`src/rtl/duty_ramp_ctrl_if.sv`:
```
// Duty ramp request/status bundle.
//   target : requested final duty (R+1 bits), sampled on an accepted load
//   load   : request strobe
//   ciclo  : current registered duty (R+1 bits), drives the PWM duty input
//   busy   : high while ramping
//   done   : one-cycle pulse when the ramp reaches its target
// master = requester side, slave = duty_ramp_ctrl side.
interface duty_ramp_ctrl_if #(
  parameter int unsigned R = 8
);
  logic [R:0] target;
  logic       load;
  logic [R:0] ciclo;
  logic       busy;
  logic       done;

  modport master (
    output target,
    output load,
    input  ciclo,
    input  busy,
    input  done
  );

  modport slave (
    input  target,
    input  load,
    output ciclo,
    output busy,
    output done
  );
endinterface

```
`src/rtl/duty_ramp_ctrl.sv`:
```
// Duty-cycle ramp controller.
// Moves the PWM duty word ciclo toward a requested target in steps of STEP_SIZE,
// one step every STEP_INTERVAL clocks, then pulses done.
// Ports:
//   clk   : clock, rising edge
//   reset : asynchronous, active-high
//   bus   : duty_ramp_ctrl_if slave (target/load in, ciclo/busy/done out)
module duty_ramp_ctrl #(
  parameter int unsigned R             = 8,
  parameter int unsigned TIMER_BITS    = 15,
  parameter int unsigned STEP_INTERVAL = 10000,
  parameter int unsigned STEP_SIZE     = 1
) (
  input logic              clk,
  input logic              reset,
  duty_ramp_ctrl_if.slave  bus
);

  typedef enum logic [1:0] {StIdle, StRamp, StDone} state_e;

  localparam logic [R:0]            FullDuty = {1'b1, {R{1'b0}}};
  localparam logic [R+1:0]          StepW    = (R+2)'(STEP_SIZE);
  localparam logic [TIMER_BITS-1:0] LastCnt  = TIMER_BITS'(STEP_INTERVAL - 1);

  state_e                state_q;
  logic [R:0]            ciclo_q;
  logic [R:0]            tgt_q;
  logic [TIMER_BITS-1:0] cnt_q;
  logic                  busy_q;
  logic                  done_q;

  logic [R:0]   tgt_load;
  logic [R+1:0] tgt_ext;
  logic [R+1:0] cur_ext;
  logic [R+1:0] mag;
  logic         up;
  logic         close;
  logic [R:0]   step_val;

  // Anything above 100% duty is clamped to exactly 2^R.
  assign tgt_load = (bus.target > FullDuty) ? FullDuty : bus.target;

  // Step math one bit wider than ciclo so ciclo +/- STEP_SIZE never wraps;
  // a step is only taken when the distance exceeds STEP_SIZE, so the result
  // stays within [0, 2^R].
  always_comb begin
    tgt_ext  = {1'b0, tgt_q};
    cur_ext  = {1'b0, ciclo_q};
    up       = cur_ext < tgt_ext;
    mag      = up ? (tgt_ext - cur_ext) : (cur_ext - tgt_ext);
    close    = mag <= StepW;
    step_val = tgt_q;
    if (!close) begin
      step_val = up ? (R+1)'(cur_ext + StepW) : (R+1)'(cur_ext - StepW);
    end
  end

  always_ff @(posedge clk or posedge reset) begin
    if (reset) begin
      state_q <= StIdle;
      ciclo_q <= '0;
      tgt_q   <= '0;
      cnt_q   <= '0;
      busy_q  <= 1'b0;
      done_q  <= 1'b0;
    end else if (bus.load) begin
      // Load wins from every state, including a retarget mid-ramp and DONE.
      state_q <= StRamp;
      tgt_q   <= tgt_load;
      cnt_q   <= '0;
      busy_q  <= 1'b1;
      done_q  <= 1'b0;
    end else begin
      case (state_q)
        StIdle: begin
          cnt_q  <= '0;
          busy_q <= 1'b0;
          done_q <= 1'b0;
        end
        StRamp: begin
          if (cnt_q == LastCnt) begin
            cnt_q   <= '0;
            ciclo_q <= step_val;
            if (close) begin
              state_q <= StDone;
              busy_q  <= 1'b0;
              done_q  <= 1'b1;
            end
          end else begin
            cnt_q <= cnt_q + TIMER_BITS'(1);
          end
        end
        StDone: begin
          state_q <= StIdle;
          busy_q  <= 1'b0;
          done_q  <= 1'b0;
        end
        default: begin
          state_q <= StIdle;
          busy_q  <= 1'b0;
          done_q  <= 1'b0;
        end
      endcase
    end
  end

  assign bus.ciclo = ciclo_q;
  assign bus.busy  = busy_q;
  assign bus.done  = done_q;

endmodule

```
`src/flat_wrapper.sv`:
```
// flat-port wrapper written by rule: the top's interface ports become plain ports
module duty_ramp_ctrl_flat 
#(
  parameter int unsigned R             = 8,
  parameter int unsigned TIMER_BITS    = 15,
  parameter int unsigned STEP_INTERVAL = 10000,
  parameter int unsigned STEP_SIZE     = 1
)
  (clk, reset, bus_target, bus_load, bus_ciclo, bus_busy, bus_done);
  duty_ramp_ctrl_if #(.R(R)) bus_i ();
  input logic clk;
  input logic reset;
  input wire logic [$bits(bus_i.target)-1:0] bus_target;
  input wire logic [$bits(bus_i.load)-1:0] bus_load;
  output wire logic [$bits(bus_i.ciclo)-1:0] bus_ciclo;
  output wire logic [$bits(bus_i.busy)-1:0] bus_busy;
  output wire logic [$bits(bus_i.done)-1:0] bus_done;
  assign bus_i.target = bus_target;
  assign bus_i.load = bus_load;
  assign bus_ciclo = bus_i.ciclo;
  assign bus_busy = bus_i.busy;
  assign bus_done = bus_i.done;
  duty_ramp_ctrl #(.R(R), .TIMER_BITS(TIMER_BITS), .STEP_INTERVAL(STEP_INTERVAL), .STEP_SIZE(STEP_SIZE)) u_core (.clk(clk), .reset(reset), .bus(bus_i));
endmodule
```
`config.mk`:
```
export PLATFORM = sky130hd
export DESIGN_NAME = duty_ramp_ctrl_flat
export DESIGN_NICKNAME = d
export VERILOG_FILES = /design/src/rtl/duty_ramp_ctrl_if.sv /design/src/rtl/duty_ramp_ctrl.sv /design/src/flat_wrapper.sv
export SDC_FILE = /design/constraint.sdc
export NUM_CORES = 1
export LEC_CHECK = 0
export BUFFER_PORTS_ARGS = -buffer_cell sky130_fd_sc_hd__buf_2
export CAP_MARGIN = 15
export CORE_ASPECT_RATIO = 0.5
export CORE_MARGIN = 2
export CORE_UTILIZATION = 40
export CTS_BUF_LIST = sky130_fd_sc_hd__clkbuf_4 sky130_fd_sc_hd__clkbuf_8 sky130_fd_sc_hd__clkbuf_16
export CTS_CLUSTER_DIAMETER = 30
export DETAILED_ROUTE_END_ITERATION = 8
export PLACE_DENSITY = 0.58
export SETUP_SLACK_MARGIN = 0.1
export SLEW_MARGIN = 5
export SYNTH_ARGS = -nofsm -noshare
export SYNTH_HDL_FRONTEND = slang
export SYNTH_SLANG_ARGS = --single-unit
```
`constraint.sdc`:
```
create_clock -name clk -period 4.5 [get_ports clk]
set_clock_uncertainty 0.15 [all_clocks]
set_input_delay 0.45 -clock clk [delete_from_list [all_inputs] [get_ports clk]]
set_output_delay 0.45 -clock clk [all_outputs]
set_load 0.1 [all_outputs]
```
After elaboration in Yosys (flattened, before gate mapping)
Cells that the tools add are included.
W data, S select, Z words.
{"block": "totals", "ff_bits": 37, "latch_bits": 0, "mem_bits_rw": 0, "mem_bits_ro": 0, "in_bits": 12, "out_inout_bits": 11, "word_cells": 44, "memories": 0}
{"block": "classes", "addsub": 5, "mul": 0, "div_mod_pow": 0, "magnitude_cmp": 3, "n_eq_ne": 5, "shifts": 0, "muxes": 19, "n_bitwise": 1, "n_reduce_logical": 5}
{"op": "$mux W15", "count": 2}
{"op": "$pmux W15 S2", "count": 1}
{"op": "$mux W9", "count": 3}
{"op": "$sub A9 B9 Y10", "count": 2}
{"op": "$add A15 B1 Y15 const B", "count": 1}
{"op": "$eq A15 B14 Y1 const B", "count": 1}
{"op": "$le A10 B1 Y1 const B", "count": 1}
{"op": "$mux W10", "count": 1}
{"op": "$add A9 B1 Y9 const B", "count": 1}
{"op": "$gt A9 B9 Y1 const B", "count": 1}
{"op": "$lt A9 B9 Y1", "count": 1}
{"op": "$sub A9 B1 Y9 const B", "count": 1}
{"op": "$mux W1", "count": 8}
{"op": "$mux W2", "count": 3}
{"op": "$ne A3 B2 Y1 const B", "count": 2}
{"op": "$reduce_and A3 Y1", "count": 2}
{"op": "$pmux W2 S2", "count": 1}
{"op": "$reduce_bool A3 Y1", "count": 1}
{"op": "$eq A2 B1 Y1 const B", "count": 1}
{"op": "$logic_not A2 Y1", "count": 1}
{"op": "$ne A2 B2 Y1 const B", "count": 1}
{"op": "$reduce_and A2 Y1", "count": 1}
{"op": "$not A1 Y1", "count": 1}

Logic depth before layout (Yosys ltp)
{"block": "depth", "ltp_word": 7, "ltp_mapped": 18, "ltp_nobuf": 18}

Worst setup path after synthesis
Ideal clock, no wire load.
{"block": "synth_path", "path_kind": "register -> register", "from": "reg u_core.ciclo_q[0], in the netlist u_core.bus.ciclo[0]", "to": "reg u_core.ciclo_q[8], in the netlist u_core.bus.ciclo[8]", "setup_time_ns": 0.069, "arrival_time_ns": 4.471, "t_required_ns": 4.281, "setup_slack_ns": -0.190, "path_stages_with_launch": 19, "path_buffers": 0, "period_less_slack_ns": 4.690, "path_cell_list": "dfrtp_1 inv_1 ha_1 inv_1 fa_1 a21o_1 o2bb2ai_1 nor2_1 o21a_1 inv_1 fa_1 a21o_1 a21oi_1 o21bai_1 a2111oi_0 nor3_1 or3_1 a22oi_2 a221o_1"}
{"block": "synth_between", "elab_chain_cells": 4, "elab_cells_between_ends": 9, "classes_between": "add/sub (4); order compare (2); mux (3)"}
{"element": "start, declared", "line": "duty_ramp_ctrl.sv:26", "rtl": "logic [R:0] ciclo_q;"}
{"element": "start signal, assigned", "line": "duty_ramp_ctrl.sv:83", "rtl": "ciclo_q <= step_val;"}
{"element": "$sub A9 B9 Y10 / $lt A9 B9 Y1 (equally long branches)", "line": "duty_ramp_ctrl.sv:50, duty_ramp_ctrl.sv:49"}
{"element": "$mux W10", "line": "duty_ramp_ctrl.sv:50", "rtl": "mag = up ? (tgt_ext - cur_ext) : (cur_ext - tgt_ext);"}
{"element": "$le A10 B1 Y1", "line": "duty_ramp_ctrl.sv:51", "rtl": "close = mag <= StepW;"}
{"element": "$mux W9 (*)", "line": "duty_ramp_ctrl.sv:53", "rtl": "if (!close) begin"}
Mark *: on every way between the ends. The rest lies on a longest branch, timed or not.
A chain may end at the register's enable or synchronous reset.

Worst setup path in the final report
Same ends and word-level chain as after synthesis.

==> impl_results.md <==
- Seq/Total Area, Yosys: 0.310
- Diodes inserted: 0
- Delay-heaviest family, CP: compound AO/OA/AOI/OAI gates
- Setup crit start kind: register
- Remaining antenna violation count: 0
- CTS Sinks: 37
- Fin Setup TNS: 0 ns
- Headroom to the max-slew limit: 0.231
- Fin util: 0.459
- Placed Area: 3160 sq um
- Cells along the critical path: inv_2 -> ha_1 -> inv_1 -> fa_1 -> a21o_1 -> o2bb2ai_1 -> nor2_1 -> o21a_1 -> inv_1 -> buf_4 -> ha_1 -> a21oi_2 -> o21bai_1 -> a2111oi_2 -> nor3_1 -> or3_1 -> a22oi_2 -> a221o_1
- Chip width: 126 um
- Hold crit path type: in2async
- WP data arrival: 4.24 ns
- Clock Tree Buf Depth: 2
- CP max FO: 7
- Critical Path Max Stage Delay: 0.51 ns
- Total Routing Usage GR: 0.179
- Synthesized cell area: 2990 sq um
- Layout area overhead: 11.8%
- CP Capture Type: register
- Hold buffer count at CTS: 0
- Leakage: 1.49 nW
- Post-Syn Area per Cell: 8.94 sq um
- Endpoints failing setup: 0
- Most frequent cells in the layout: dfrtp_1 (30), inv_1 (27), nand2_1 (26), ha_1 (26), nor2_1 (24)
- Detailed Place HPWL: 5350 um
- Post-Syn Instances: 334
- Multi-input gate area: 1880 sq um
- WP buf/inv: 4
- CTS tree: yes
- RSZ-0062 raised after global routing: no
- Final hold slack: 0.127 ns
- Synthesis warning total: 0
- Placed insts: 441
- Final Cycle Share: 0.927
- Reg area: 937 sq um
- Vias in the first global route: 2,422
- IO Port Bufs: 22
- Asr flop ratio synth: 1.00
- Initial core utilization: 0.411
- CP max-delay cell: dfrtp_4
- Largest net degree at the start of global routing: 38
- Ports: 23
- Fillers: 727
- CP required: 4.57 ns
- Nets: 395
- Htree depth: 2
- Final hold violation count: 0
- TritonCTS buffer count: 5
- Max-slew violation count: 0
- Synth cell types: 57
- Post-Syn Nets: 375
- Die Span Y: 65.1 um
- Die area: 8210 sq um
- First-pass GRT wire length: 11,900 um
- Global route total overflow: 0
- DR iter-0 viols: 142
- Drt first pass iters: 4
- CTS Root Cell: clkbuf_16
- Via count: 2,519
- Via-to-Cell Ratio: 5.59
- Initial antenna violation count: 0
- Peak VDD IR: 0.000182 V
- # rows: 22
- Core Area: 7270 sq um
- Power Dens Cells: 277 nW/um^2
- WL final: 7110 um
- Commonest non-fill, non-tap cell in the layout: dfrtp_1
- DR DRC count: 0
- Peak Freq: 0.240 GHz
- Synthesis-stage register bit count: 37
- Final GP Congestion: 0.878
- Number of flops mapped to enable cells by yosys: 0
- Routed wire length per instance: 15.8 um
- Final instance area: 3340 sq um
- Top FF cell, synth: dfrtp_1
- Clk slew on worst S/H paths: 0.06 ns
- Outcome: complete, no violations
- CP Class: reg2reg
- Max Cap Viol: 0
- Latest clock arrival within the worst-skew pair: 0.28 ns
- Worst-margin pin slew: 1.15 ns
- Fin crit period: 4.17 ns
- Ratio of cells with drive above 1 in the final layout: 0.172
- Fin cells: 451
report_power, final:
group          switching (mW)  total, mW  internal [mW]  leakage (nW)
logic                   0.129      0.220         0.0910         0.952
clock network           0.139      0.351          0.211        0.0665
registers              0.0108      0.352          0.341         0.470
tightest hold or removal path, stage by stage:
cell and delay, ns:
buf_2 0.09, inv_1 0.04, buf_4 0.41
area by class of cell:
type | count | share of cell area
flip-flops and latches | 37 | 0.281
inverters | 28 | 0.0315
multi-input cells | 255 | 0.563
clock buffers | 6 | 0.0397
clock inverters | 2 | 0.00450
repair buffers | 27 | 0.0442
well taps | 96 | 0.0360
stage by stage:
step           setup WS, ns  total power, mW
6_report              0.329            0.923
5_1_grt               0.109            0.973
4_1_cts               0.134            0.925
3_5_place_dp        0.00109            0.571
3_3_place_gp          0.174            0.566
2_1_floorplan         0.115            0.529
worst paths after layout:
kind                                      from             endpoint  slack (ns)  cells after the start
setup / recovery           u_core.bus.ciclo[0]  u_core.bus.ciclo[8]        0.33                     18
hold / removal                           reset  u_core.bus.ciclo[3]        0.13                      3
setup reg to reg           u_core.bus.ciclo[0]  u_core.bus.ciclo[8]        0.33                     18
hold reg to reg                u_core.bus.busy      u_core.bus.busy        0.35                      1
max in group asynchronous                reset  u_core.bus.ciclo[0]        3.71                      3
min in group clk                 bus_target[3]      u_core.tgt_q[3]        0.23                      3
per-layer routing:
metal | vias up | share of wire | global-route usage
met3 | 2 | 0.024 | 0.0212
met1 | 1248 | 0.51 | 0.251
met5 | - | 0 | 0
li1 | 1241 | - | -
met4 | 0 | 0.0024 | 0.0302
met2 | 28 | 0.47 | 0.306
what timing repair did:
action | 4_1_cts | 5_1_grt
resized for setup | 1 | 3
pin swaps | 1 | 4
endpoints found under the setup margin | 1 | 1
buffers inserted | 0 | 2
cell families after synthesis:
group           Yosys count  synth area share
compound gates           90             0.232
xor+xnor                 25            0.0733
fa+ha+maj                29             0.129
buf+inv                  42            0.0645
flops                    37             0.310
mux                       1           0.00335
simple gates            110             0.188
Yosys cell counts (5+ instances only):
master     n  area share
dfrtp_1   37        0.31
inv_1     28       0.035
ha_1      26        0.11
nand2_1   26       0.033
nor2_1    24       0.030
o21ai_0   18       0.030
a21oi_1   15       0.025
nand3_1   15       0.025
xnor2_1   13       0.038
nand4_1   12       0.025
xor2_1    12       0.035
a21o_1    11       0.028
o211ai_1   8       0.020
nor3_1     7       0.012
clkbuf_1   6      0.0075
and3_1     5       0.010
nor2b_1    5       0.010
flip-flops by register name, summed over array words and instances (netlist names):
signal            flops
u_core.tgt_q          9
u_core.state_q        2
u_core.cnt_q         15
u_core.bus.ciclo      9
u_core.bus.done       1
u_core.bus.busy       1
Note: power is estimated with default switching activity, not from simulation.
